## config.mk

```make
export PLATFORM = sky130hd
export DESIGN_NAME = display_sequencer
export DESIGN_NICKNAME = d
export VERILOG_FILES = /design/src/rtl/display_pkg.sv /design/src/rtl/bin2bcd_serial.sv /design/src/rtl/display_sequencer.sv
export SDC_FILE = /design/constraint.sdc
export NUM_CORES = 1
export LEC_CHECK = 0
export CAP_MARGIN = 30
export CORE_MARGIN = 3
export CORE_UTILIZATION = 50
export CTS_CLUSTER_SIZE = 10
export DETAILED_ROUTE_END_ITERATION = 8
export PLACE_DENSITY = 0.77
export REMOVE_ABC_BUFFERS = 1
export SYNTH_ARGS = -nofsm -noshare
export SYNTH_HDL_FRONTEND = slang
export SYNTH_SLANG_ARGS = --single-unit
```

## constraint.sdc

```tcl
create_clock -name clock -period 1.7 [get_ports clock]
set_input_delay 0.34 -clock clock [delete_from_list [all_inputs] [get_ports clock]]
set_output_delay 0.34 -clock clock [all_outputs]
set_load 0.01 [all_outputs]
```

## src/rtl/display_pkg.sv

```systemverilog
`default_nettype none
// ============================================================================
// Module : display_pkg
// Brief  : Shared constants, state encoding and helpers for the display path.
// Rev    : 1.0
// ============================================================================
package display_pkg;

  localparam logic [3:0] MODE_DAY = 4'b0001;
  localparam logic [3:0] MODE_AVS = 4'b0010;
  localparam logic [3:0] MODE_TIM = 4'b0100;
  localparam logic [3:0] MODE_MAX = 4'b1000;

  localparam logic [3:0] BLANK = 4'hF;

  localparam int JOB_CYCLES   = 16;
  localparam int SHIFT_CYCLES = 14;
  localparam int BIN_W        = 14;

  localparam logic [BIN_W-1:0] CLAMP_2DIG = 14'd99;
  localparam logic [BIN_W-1:0] CLAMP_4DIG = 14'd9999;

  typedef enum logic [2:0] {
    ST_IDLE   = 3'd0,
    ST_LOAD   = 3'd1,
    ST_SHIFT  = 3'd2,
    ST_WRITE  = 3'd3,
    ST_COMMIT = 3'd4
  } seq_state_t;

  function automatic logic [BIN_W-1:0] clamp_to(input logic [BIN_W-1:0] value,
                                                input logic [BIN_W-1:0] limit);
    return (value > limit) ? limit : value;
  endfunction

  function automatic logic [3:0] blank_zero(input logic [3:0] digit);
    return (digit == 4'd0) ? BLANK : digit;
  endfunction

endpackage
`default_nettype wire

```

## src/rtl/bin2bcd_serial.sv

```systemverilog
`default_nettype none
// ============================================================================
// Module : bin2bcd_serial
// Brief  : 14-bit serial double-dabble converter producing four BCD digits.
// Rev    : 1.0
// ============================================================================
module bin2bcd_serial
  import display_pkg::*;
(
  input  logic             clock,
  input  logic             reset,
  input  logic             start,
  input  logic [BIN_W-1:0] value,
  output logic [15:0]      bcd
);

  logic [BIN_W-1:0] r_bin;
  logic [15:0]      r_bcd;
  logic [3:0]       r_cnt;
  logic [15:0]      w_adj;
  logic [15:0]      w_next_bcd;
  logic             w_bcd_overflow_unused;

  // Add-3 correction on every digit that would overflow after the shift
  always_comb begin
    w_adj = r_bcd;
    for (int i = 0; i < 4; i++) begin
      if (r_bcd[4*i +: 4] >= 4'd5) begin
        w_adj[4*i +: 4] = r_bcd[4*i +: 4] + 4'd3;
      end
    end
  end

  // Inputs are clamped to 9999, so the bit shifted out of the top never sets
  assign {w_bcd_overflow_unused, w_next_bcd} = {w_adj, r_bin[BIN_W-1]};

  always_ff @(posedge clock) begin
    if (reset) begin
      r_bin <= '0;
      r_bcd <= '0;
      r_cnt <= '0;
    end else if (start) begin
      r_bin <= value;
      r_bcd <= '0;
      r_cnt <= 4'(SHIFT_CYCLES);
    end else if (r_cnt != 4'd0) begin
      r_bcd <= w_next_bcd;
      r_bin <= r_bin << 1;
      r_cnt <= r_cnt - 4'd1;
    end
  end

  assign bcd = r_bcd;

endmodule
`default_nettype wire

```

## src/rtl/display_sequencer.sv

```systemverilog
`default_nettype none
// ============================================================================
// Module : display_sequencer
// Brief  : Runs a per-mode list of BCD conversions and commits a whole frame.
// Rev    : 1.0
// ============================================================================
module display_sequencer
  import display_pkg::*;
(
  input  logic        clock,
  input  logic        reset,
  input  logic        update,
  input  logic [3:0]  mode_sel,
  input  logic [6:0]  speed,
  input  logic [6:0]  max_speed,
  input  logic [9:0]  avg_speed,
  input  logic [13:0] distance,
  input  logic [18:0] HMS_time,
  output logic [3:0]  dig_u1,
  output logic [3:0]  dig_u0,
  output logic [3:0]  dig_l3,
  output logic [3:0]  dig_l2,
  output logic [3:0]  dig_l1,
  output logic [3:0]  dig_l0,
  output logic        point,
  output logic        col,
  output logic        busy,
  output logic        done
);

  seq_state_t r_state;
  logic       r_pending;
  logic [1:0] r_job;
  logic [3:0] r_cnt;

  logic [3:0]  r_mode;
  logic [6:0]  r_speed;
  logic [6:0]  r_max;
  logic [9:0]  r_avg;
  logic [13:0] r_dist;
  logic [6:0]  r_hours;
  logic [5:0]  r_minutes;

  logic [3:0] r_sh_u1, r_sh_u0, r_sh_l3, r_sh_l2, r_sh_l1, r_sh_l0;

  logic [BIN_W-1:0] w_conv_value;
  logic [15:0]      w_bcd;
  logic [3:0]       w_d3, w_d2, w_d1, w_d0;
  logic             w_last_job;
  logic             w_unused_seconds;

  assign w_unused_seconds = ^HMS_time[5:0];

  assign {w_d3, w_d2, w_d1, w_d0} = w_bcd;
  assign w_last_job = (r_mode == MODE_TIM) ? (r_job == 2'd2) : (r_job == 2'd1);
  assign busy       = (r_state != ST_IDLE);

  always_comb begin
    w_conv_value = clamp_to(14'(r_speed), CLAMP_2DIG);
    case (r_job)
      2'd1: begin
        case (r_mode)
          MODE_DAY: w_conv_value = clamp_to(r_dist, CLAMP_4DIG);
          MODE_AVS: w_conv_value = clamp_to(14'(r_avg), CLAMP_4DIG);
          MODE_MAX: w_conv_value = clamp_to(14'(r_max), CLAMP_2DIG);
          MODE_TIM: w_conv_value = 14'(r_minutes);
          default:  w_conv_value = '0;
        endcase
      end
      2'd2:    w_conv_value = clamp_to(14'(r_hours), CLAMP_2DIG);
      default: w_conv_value = clamp_to(14'(r_speed), CLAMP_2DIG);
    endcase
  end

  bin2bcd_serial u_bin2bcd (
    .clock (clock),
    .reset (reset),
    .start (r_state == ST_LOAD),
    .value (w_conv_value),
    .bcd   (w_bcd)
  );

  always_ff @(posedge clock) begin
    if (reset) begin
      r_state   <= ST_IDLE;
      r_pending <= 1'b0;
      r_job     <= 2'd0;
      r_cnt     <= 4'd0;
      r_mode    <= 4'd0;
      r_speed   <= '0;
      r_max     <= '0;
      r_avg     <= '0;
      r_dist    <= '0;
      r_hours   <= '0;
      r_minutes <= '0;
      r_sh_u1   <= BLANK;
      r_sh_u0   <= BLANK;
      r_sh_l3   <= BLANK;
      r_sh_l2   <= BLANK;
      r_sh_l1   <= BLANK;
      r_sh_l0   <= BLANK;
      dig_u1    <= BLANK;
      dig_u0    <= BLANK;
      dig_l3    <= BLANK;
      dig_l2    <= BLANK;
      dig_l1    <= BLANK;
      dig_l0    <= BLANK;
      point     <= 1'b0;
      col       <= 1'b0;
      done      <= 1'b0;
    end else begin
      done <= 1'b0;
      // Requests arriving mid-sequence collapse into one follow-on run
      if (update) r_pending <= 1'b1;
      case (r_state)
        ST_IDLE: begin
          if (update || r_pending) begin
            r_state   <= ST_LOAD;
            r_pending <= 1'b0;
            r_job     <= 2'd0;
            r_mode    <= mode_sel;
            r_speed   <= speed;
            r_max     <= max_speed;
            r_avg     <= avg_speed;
            r_dist    <= distance;
            r_hours   <= HMS_time[18:12];
            r_minutes <= HMS_time[11:6];
          end
        end
        ST_LOAD: begin
          r_state <= ST_SHIFT;
          r_cnt   <= 4'(SHIFT_CYCLES - 1);
        end
        ST_SHIFT: begin
          if (r_cnt == 4'd0) r_state <= ST_WRITE;
          else               r_cnt   <= r_cnt - 4'd1;
        end
        ST_WRITE: begin
          if (r_job == 2'd0) begin
            r_sh_u1 <= blank_zero(w_d1);
            r_sh_u0 <= w_d0;
          end else if (r_job == 2'd2) begin
            r_sh_l3 <= w_d1;
            r_sh_l2 <= w_d0;
          end else begin
            case (r_mode)
              MODE_DAY, MODE_AVS: begin
                // Leading zeros blank down to the tens digit so "0.0" stays visible
                r_sh_l3 <= blank_zero(w_d3);
                r_sh_l2 <= (w_d3 == 4'd0) ? blank_zero(w_d2) : w_d2;
                r_sh_l1 <= w_d1;
                r_sh_l0 <= w_d0;
              end
              MODE_MAX: begin
                r_sh_l3 <= BLANK;
                r_sh_l2 <= BLANK;
                r_sh_l1 <= blank_zero(w_d1);
                r_sh_l0 <= w_d0;
              end
              MODE_TIM: begin
                r_sh_l1 <= w_d1;
                r_sh_l0 <= w_d0;
              end
              default: begin
                r_sh_l3 <= BLANK;
                r_sh_l2 <= BLANK;
                r_sh_l1 <= BLANK;
                r_sh_l0 <= BLANK;
              end
            endcase
          end
          if (w_last_job) begin
            r_state <= ST_COMMIT;
          end else begin
            r_job   <= r_job + 2'd1;
            r_state <= ST_LOAD;
          end
        end
        ST_COMMIT: begin
          dig_u1  <= r_sh_u1;
          dig_u0  <= r_sh_u0;
          dig_l3  <= r_sh_l3;
          dig_l2  <= r_sh_l2;
          dig_l1  <= r_sh_l1;
          dig_l0  <= r_sh_l0;
          point   <= (r_mode == MODE_DAY) || (r_mode == MODE_AVS);
          col     <= (r_mode == MODE_TIM);
          done    <= 1'b1;
          r_state <= ST_IDLE;
        end
        default: r_state <= ST_IDLE;
      endcase
    end
  end

endmodule
`default_nettype wire

```

==> impl_metrics.py, run 1 <==
metrics = {
    "power_and_ir_drop": {
        "powerDensity_mw_per_mm2": 1410,
        "power.internal_w": 0.00832,
        "clock_power_share_pct": 31.4,
        "combPwrFrac_pct": 32.9,
        "switchingPower_w": 0.00425,
        "seqPwrFrac_pct": 35.7,
        "ir_drop_mv": 0.915,
        "power.leakage_nw": 3.32,
        "netSwitchingFraction_pct": 33.8,
    },
    "synthesis": {
        "synthesis.area_sq_mm": 0.00670,
        "yosys-top-cells-area": "dfxtp_1, nand2_1, a21oi_1",
        "synth_seq_cells": 150,
        "synth_cells": 819,
        "ys.flop_type": "dfxtp_1",
        "yosysWarningCount": 0,
        "synth_edf_count": 0,
        "synth-seq-area-share_pct": 44.8,
        "synth_area_per_cell_sq_um": 8.19,
        "yosys-top-cells-count": "nand2_1, dfxtp_1, a21oi_1",
        "async_flop_share_pct": 0,
        "synth_top_area_share_pct": 44.8,
        "synth_most_common_cell": "nand2_1",
        "synth_top_cell_by_area": "dfxtp_1",
        "synth_cell_type_count": 61,
    },
    "setup_path": {
        "worst_ep_arrival_time_ps": 2150,
        "worstSetupStartpointType": "flip-flop",
        "cp_max_fo": 11,
        "crit_type": "flip-flop to flip-flop",
        "endpoint_kind": "flip-flop",
        "required_ps": 2040,
    },
    "die": {
        "ios": 92,
        "die_area_sq_mm": 0.0148,
        "fp.dieH_um": 122,
        "die_x_um": 122,
        "coreArea_sq_mm": 0.0129,
        "start_util_pct": 52.1,
        "rows": 41,
    },
    "timing": {
        "finalCriticalPeriod_ps": 1800,
        "slew_viol_final": 0,
        "hold_violations": 0,
        "finalClockSkew_ps": 6.89,
        "fin_crit_sh_pct": 106,
        "rsz0062_at_grt": "true",
        "setup_viol": 13,
        "hold_ws_ps": 314,
        "fmax_mhz": 554,
        "worst_pin_slew_ps": 481,
        "max_slew_margin_pct": 67.8,
        "layout_setup_ws_ps": -104,
    },
    "routing": {
        "via_per_inst": 5.64,
        "finalWirelength_mm": 17.1,
        "ant_nets": 0,
        "wire_per_inst_um": 15.3,
        "drtPass1Iterations": 6,
        "initialDrtViolationCount": 500,
        "vias": 6283,
        "drc": 0,
    },
    "placement": {
        "hpwl_mm": 11.3,
        "place_congestion": 0.919,
        "place_area_sq_mm": 0.00803,
        "io_buffers": 85,
    },
    "clock_network": {
        "cts_buffers": 17,
        "cts_buffer_depth": 2,
        "clkTransAtPathRegs_ps": 60,
        "cts_tree": "yes",
        "h-tree-depth": 4,
        "root_buffer": "clkbuf_16",
        "clkSinkCount": 150,
        "holdBufCountCts": 0,
        "clk_latency_ps": 430,
    },
    "grt": {
        "grt_usage_pct": 22.9,
        "grt_pass1_vias": 5817,
        "grt_overflow_total": 0,
        "grt_max_degree": 59,
        "grt_pass1_wl_mm": 27.2,
        "antenna_found_initial": 0,
    },
    "final_layout": {
        "nNetsFinal": 1005,
        "fin_area_sq_mm": 0.00893,
        "drive_gt1_share_pct": 15.1,
        "area_delta_synth_final_pct": 33.3,
        "fillers": 1006,
        "antenna_cells": 0,
    },
    "status": {
        "status": "finished, violations left",
        "violations": "negative setup slack",
    },
    "min_path": {
        "hold_class": "input pin to flip-flop",
    },
    "flow_run": {
        "max_cap_violations": 0,
    },
}
critical path: stages, from the launching register on:
cell	delay [ps]
dfxtp_2	340
buf_4	210
nor4b_4	310
buf_4	200
a211oi_4	60
nor2b_1	150
buf_4	150
nand2b_1	90
a31oi_1	220
kinds of logic after synthesis:
logic type | Yosys count | synth area share (%)
xor+xnor | 8 | 1.05
compound gates | 241 | 22.8
mux | 9 | 1.34
simple gates | 321 | 23.1
fa+ha+maj | 12 | 2.24
flops | 150 | 44.8
buf+inv | 78 | 4.70
power by group through the flow:
stage	Clock, W	Combinational, W	Sequential, W
floorplan	0	0.00223	0.00447
global placement	0	0.00367	0.00448
detailed placement	0	0.00379	0.00451
CTS	0.00399	0.00392	0.00445
global route	0.00415	0.00457	0.00453
finish	0.00395	0.00414	0.00448
flip-flops by register name, summed over array words and instances (netlist names), 6 cells and up:
register	count
r_avg	10
r_dist	14
r_hours	7
r_max	7
r_minutes	6
r_speed	7
u_bin2bcd.bcd	16
u_bin2bcd.r_bin	14
worst paths after layout:
path                             end  depth (start not counted)  startpoint  slack (ps)
setup reg to reg  u_bin2bcd.r_bin[6]                          8   r_mode[3]        -100
setup / recovery  u_bin2bcd.r_bin[6]                          8   r_mode[3]        -100
hold reg to reg             r_avg[0]                          2    r_avg[0]         460
hold / removal              r_cnt[3]                          2       reset         310
metal layers:
metal / share of wire (%) / track usage (%)
met2: 49 / 37.9
met4: 3.5 / 10.0
met3: 5.9 / 5.20
met1: 42 / 28.6
met5: 0 / 0
layout make-up:
class                           instances  area [sq um]  share of cell area (%)
Inverter                               19          71.3                   0.798
Sequential cell                       150          3010                    33.7
Clock inverter                         12           178                    1.99
Timing Repair Buffer                  150          1450                    16.2
Clock buffer                           20           447                    5.00
Multi-Input combinational cell        591          3560                    39.9
Tap cell                              172           215                    2.41
stage by stage:
stage	TNS, ps	std cells	utilization, %	setup slack (ps)	power (W)
finish	-700	1114	69.4	-104	0.0126
global route	-1850	1114	69.4	-120	0.0133
CTS	-197	1107	68.0	-61.8	0.0124
detailed placement	-1640	1070	62.4	-152	0.00831
global placement	-738	1070	62.4	-104	0.00814
floorplan	-175930	760	-	-2190	0.00670
repair_timing:
action / CTS / global route
gates cloned: 0 / 1
endpoints found under the setup margin: 28 / 53
resized for setup: 15 / 38
setup buffers: 5 / 7
pin swaps: 9 / 12
placed cells by master, fill, tap and decap left out, types with 4 or more instances in the layout:
cell type        instances
or3_1                    5
nor3_1                  16
a21oi_1                102
a211o_1                 29
clkinv_4                 4
a31oi_1                  9
nand2b_1                11
nor3b_1                  5
nor3_2                   4
buf_12                   7
clkdlybuf4s50_1         82
nor2b_1                 30
nand3b_1                11
clkbuf_16               17
dfxtp_2                  8
buf_4                   51
inv_1                   19
mux2i_1                  8
o21bai_1                 8
nand3_1                 13
xnor2_1                  6
nor2_1                  32
nand2_1                170
a211oi_1                11
ha_1                    11
o22ai_1                 13
buf_6                    8
bufinv_16                4
o21ai_0                 29
dfxtp_1                142
Power figures use the tool's default switching activity.
==> run 2, diff against run 1 <==
--- a/config.mk
+++ b/config.mk
@@ -7,10 +7,9 @@
 export LEC_CHECK = 0
 export CAP_MARGIN = 30
 export CORE_MARGIN = 3
-export CORE_UTILIZATION = 50
+export CORE_UTILIZATION = 25
 export CTS_CLUSTER_SIZE = 10
 export DETAILED_ROUTE_END_ITERATION = 8
-export PLACE_DENSITY = 0.77
 export REMOVE_ABC_BUFFERS = 1
 export SYNTH_ARGS = -nofsm -noshare
 export SYNTH_HDL_FRONTEND = slang
==> run 2 against run 1 <==
  * Largest cell class unchanged
  * Sequential power barely moved
  * Register-to-register slack improved by 70 ps
  * Die area rose by 94%
  * Fmax rose by 4.3%
  * Combinational power rose by 4%
  * The flow still finishes with violations (negative setup slack)
  * First-iteration DRC count fell by 34%
  * Sequential share of layout area fell by 1.3 points
  * Setup slack improved by 75 ps
  * Critical path type unchanged
  * Design area rose by 4.2%
==> impl_metrics.py, run 2 (synthesis results as in run 1) <==
metrics = {
    "placement": {
        "io_buffers": 85,
        "place_congestion": 0.841,
        "dp.cells": 1250,
        "place_area_sq_mm": 0.00837,
        "hpwl_mm": 12.6,
    },
    "final_layout": {
        "final_common_cell": "nand2_1",
        "antenna_cells": 0,
        "multi_input_area_sq_mm": 0.00361,
        "seqCellArea_sq_mm": 0.00302,
        "fillers": 2681,
        "drive_gt1_share_pct": 17.8,
        "fin_area_sq_mm": 0.00931,
        "largest_reg_flops": 16,
        "area_delta_synth_final_pct": 38.9,
        "nNetsFinal": 1020,
        "final_cell_mix": "nand2_1, dfxtp_1, a21oi_1",
        "final_cells": 1292,
        "final_util_pct": 35.5,
    },
    "clock_network": {
        "clk_latency_ps": 430,
        "cts_buffer_depth": 2,
        "h-tree-depth": 4,
        "cts_tree": "yes",
        "clkSinkCount": 150,
        "clkTransAtPathRegs_ps": 70,
        "cts_buffers": 17,
        "holdBufCountCts": 0,
        "root_buffer": "clkbuf_16",
    },
    "timing": {
        "slew_viol_final": 0,
        "hold_violations": 0,
        "max_slew_margin_pct": 72.7,
        "fmax_mhz": 578,
        "totalNegativeSetupSlack_ps": -67.3,
        "layout_setup_ws_ps": -29.6,
        "finalClockSkew_ps": 17.6,
        "worst_pin_slew_ps": 409,
        "rsz0062_at_grt": "true",
        "setup_viol": 4,
        "finalCriticalPeriod_ps": 1730,
        "fin_crit_sh_pct": 102,
    },
    "flow_run": {
        "max_cap_violations": 0,
    },
    "setup_path": {
        "endpoint_kind": "flip-flop",
        "cp_max_fo": 5,
        "required_ps": 2060,
        "crit_type": "flip-flop to flip-flop",
        "path_cells": "or4b_4, a211oi_4, buf_4, a222oi_1, nand2b_1, a31oi_1",
        "worst_ep_arrival_time_ps": 2090,
        "cp.depth": 6,
        "cp_slowest_cell": "or4b_4",
        "critPathBufInv": 1,
        "worstSetupStartpointType": "flip-flop",
        "critPathMaxStageDelay_ps": 580,
        "reg2regPathDepth": 6,
        "critPathTopFamily": "simple AND/OR/NAND/NOR gates",
    },
    "power_and_ir_drop": {
        "powerDensity_mw_per_mm2": 1350,
        "clock_power_share_pct": 30.4,
        "netSwitchingFraction_pct": 34.8,
        "combPwrFrac_pct": 34.1,
        "total_power_w": 0.0126,
        "power.leakage_nw": 3.39,
        "switchingPower_w": 0.00437,
        "power.internal_w": 0.00821,
        "seqPwrFrac_pct": 35.6,
        "ir_drop_mv": 0.780,
    },
    "die": {
        "rows": 59,
        "start_util_pct": 25.6,
        "die_x_um": 170,
        "die_area_sq_mm": 0.0288,
        "coreArea_sq_mm": 0.0262,
        "fp.dieH_um": 170,
        "ios": 92,
    },
    "grt": {
        "grt_max_degree": 56,
        "antenna_found_initial": 0,
        "grt_pass1_vias": 5559,
        "grt_usage_pct": 12.3,
        "grt_pass1_wl_mm": 28.7,
        "grt_overflow_total": 0,
    },
    "status": {
        "status": "finished, violations left",
        "violations": "negative setup slack",
    },
    "routing": {
        "wire_per_inst_um": 13.9,
        "drc": 0,
        "vias": 6111,
        "via_per_inst": 4.73,
        "finalWirelength_mm": 17.9,
        "initialDrtViolationCount": 329,
        "ant_nets": 0,
        "drtPass1Iterations": 5,
    },
    "min_path": {
        "holdPathStages": 2,
        "hold_class": "input pin to flip-flop",
    },
}
[run 2: layout make-up]
type,instances,area share (%)
clock inverters,12,1.52
multi-input cells,591,38.7
repair buffers,165,17.1
inverters,19,0.766
clock buffers,20,4.91
flip-flops and latches,150,32.4
well taps,335,4.50
[run 2: per-layer routing]
metal	up-vias	GRT usage (%)	wire length [um]
li1	3122	-	-
met1	2848	17.1	8850
met2	128	19.0	8160
met3	13	3.03	704
met4	0	3.27	185
met5	-	0	0
[run 2: worst paths after layout]
| check | from | to | slack, ps |
|---|---|---|---|
| max reg2reg | r_mode[3] | u_bin2bcd.r_bin[6] | -30 |
| min reg2reg | r_max[1] | r_max[1] | 460 |
| min | reset | u_bin2bcd.r_bin[11] | 330 |
| max | r_mode[3] | u_bin2bcd.r_bin[6] | -30 |
[run 2: power by group through the flow]
stage / Combinational, W / Clock [W] / Sequential (W)
finish: 0.00429 / 0.00382 / 0.00447
global route: 0.00476 / 0.00405 / 0.00454
floorplan: 0.00223 / 0 / 0.00447
global placement: 0.00392 / 0 / 0.00450
detailed placement: 0.00398 / 0 / 0.00452
CTS: 0.00418 / 0.00391 / 0.00445
[run 2: timing repair]
item	4_1_cts	5_1_grt
hold endpoints to repair	0	0
cloned	0	1
pin swaps	16	14
setup endpoints to repair	35	52
setup buffers	9	3
resized for setup	39	41
[run 2: metrics by stage]
stage / setup slack, ps / hold slack, ps
floorplan: -2190 / 409
global placement: -191 / 446
detailed placement: -174 / 450
CTS: -131 / 312
global route: -136 / 337
finish: -29.6 / 331
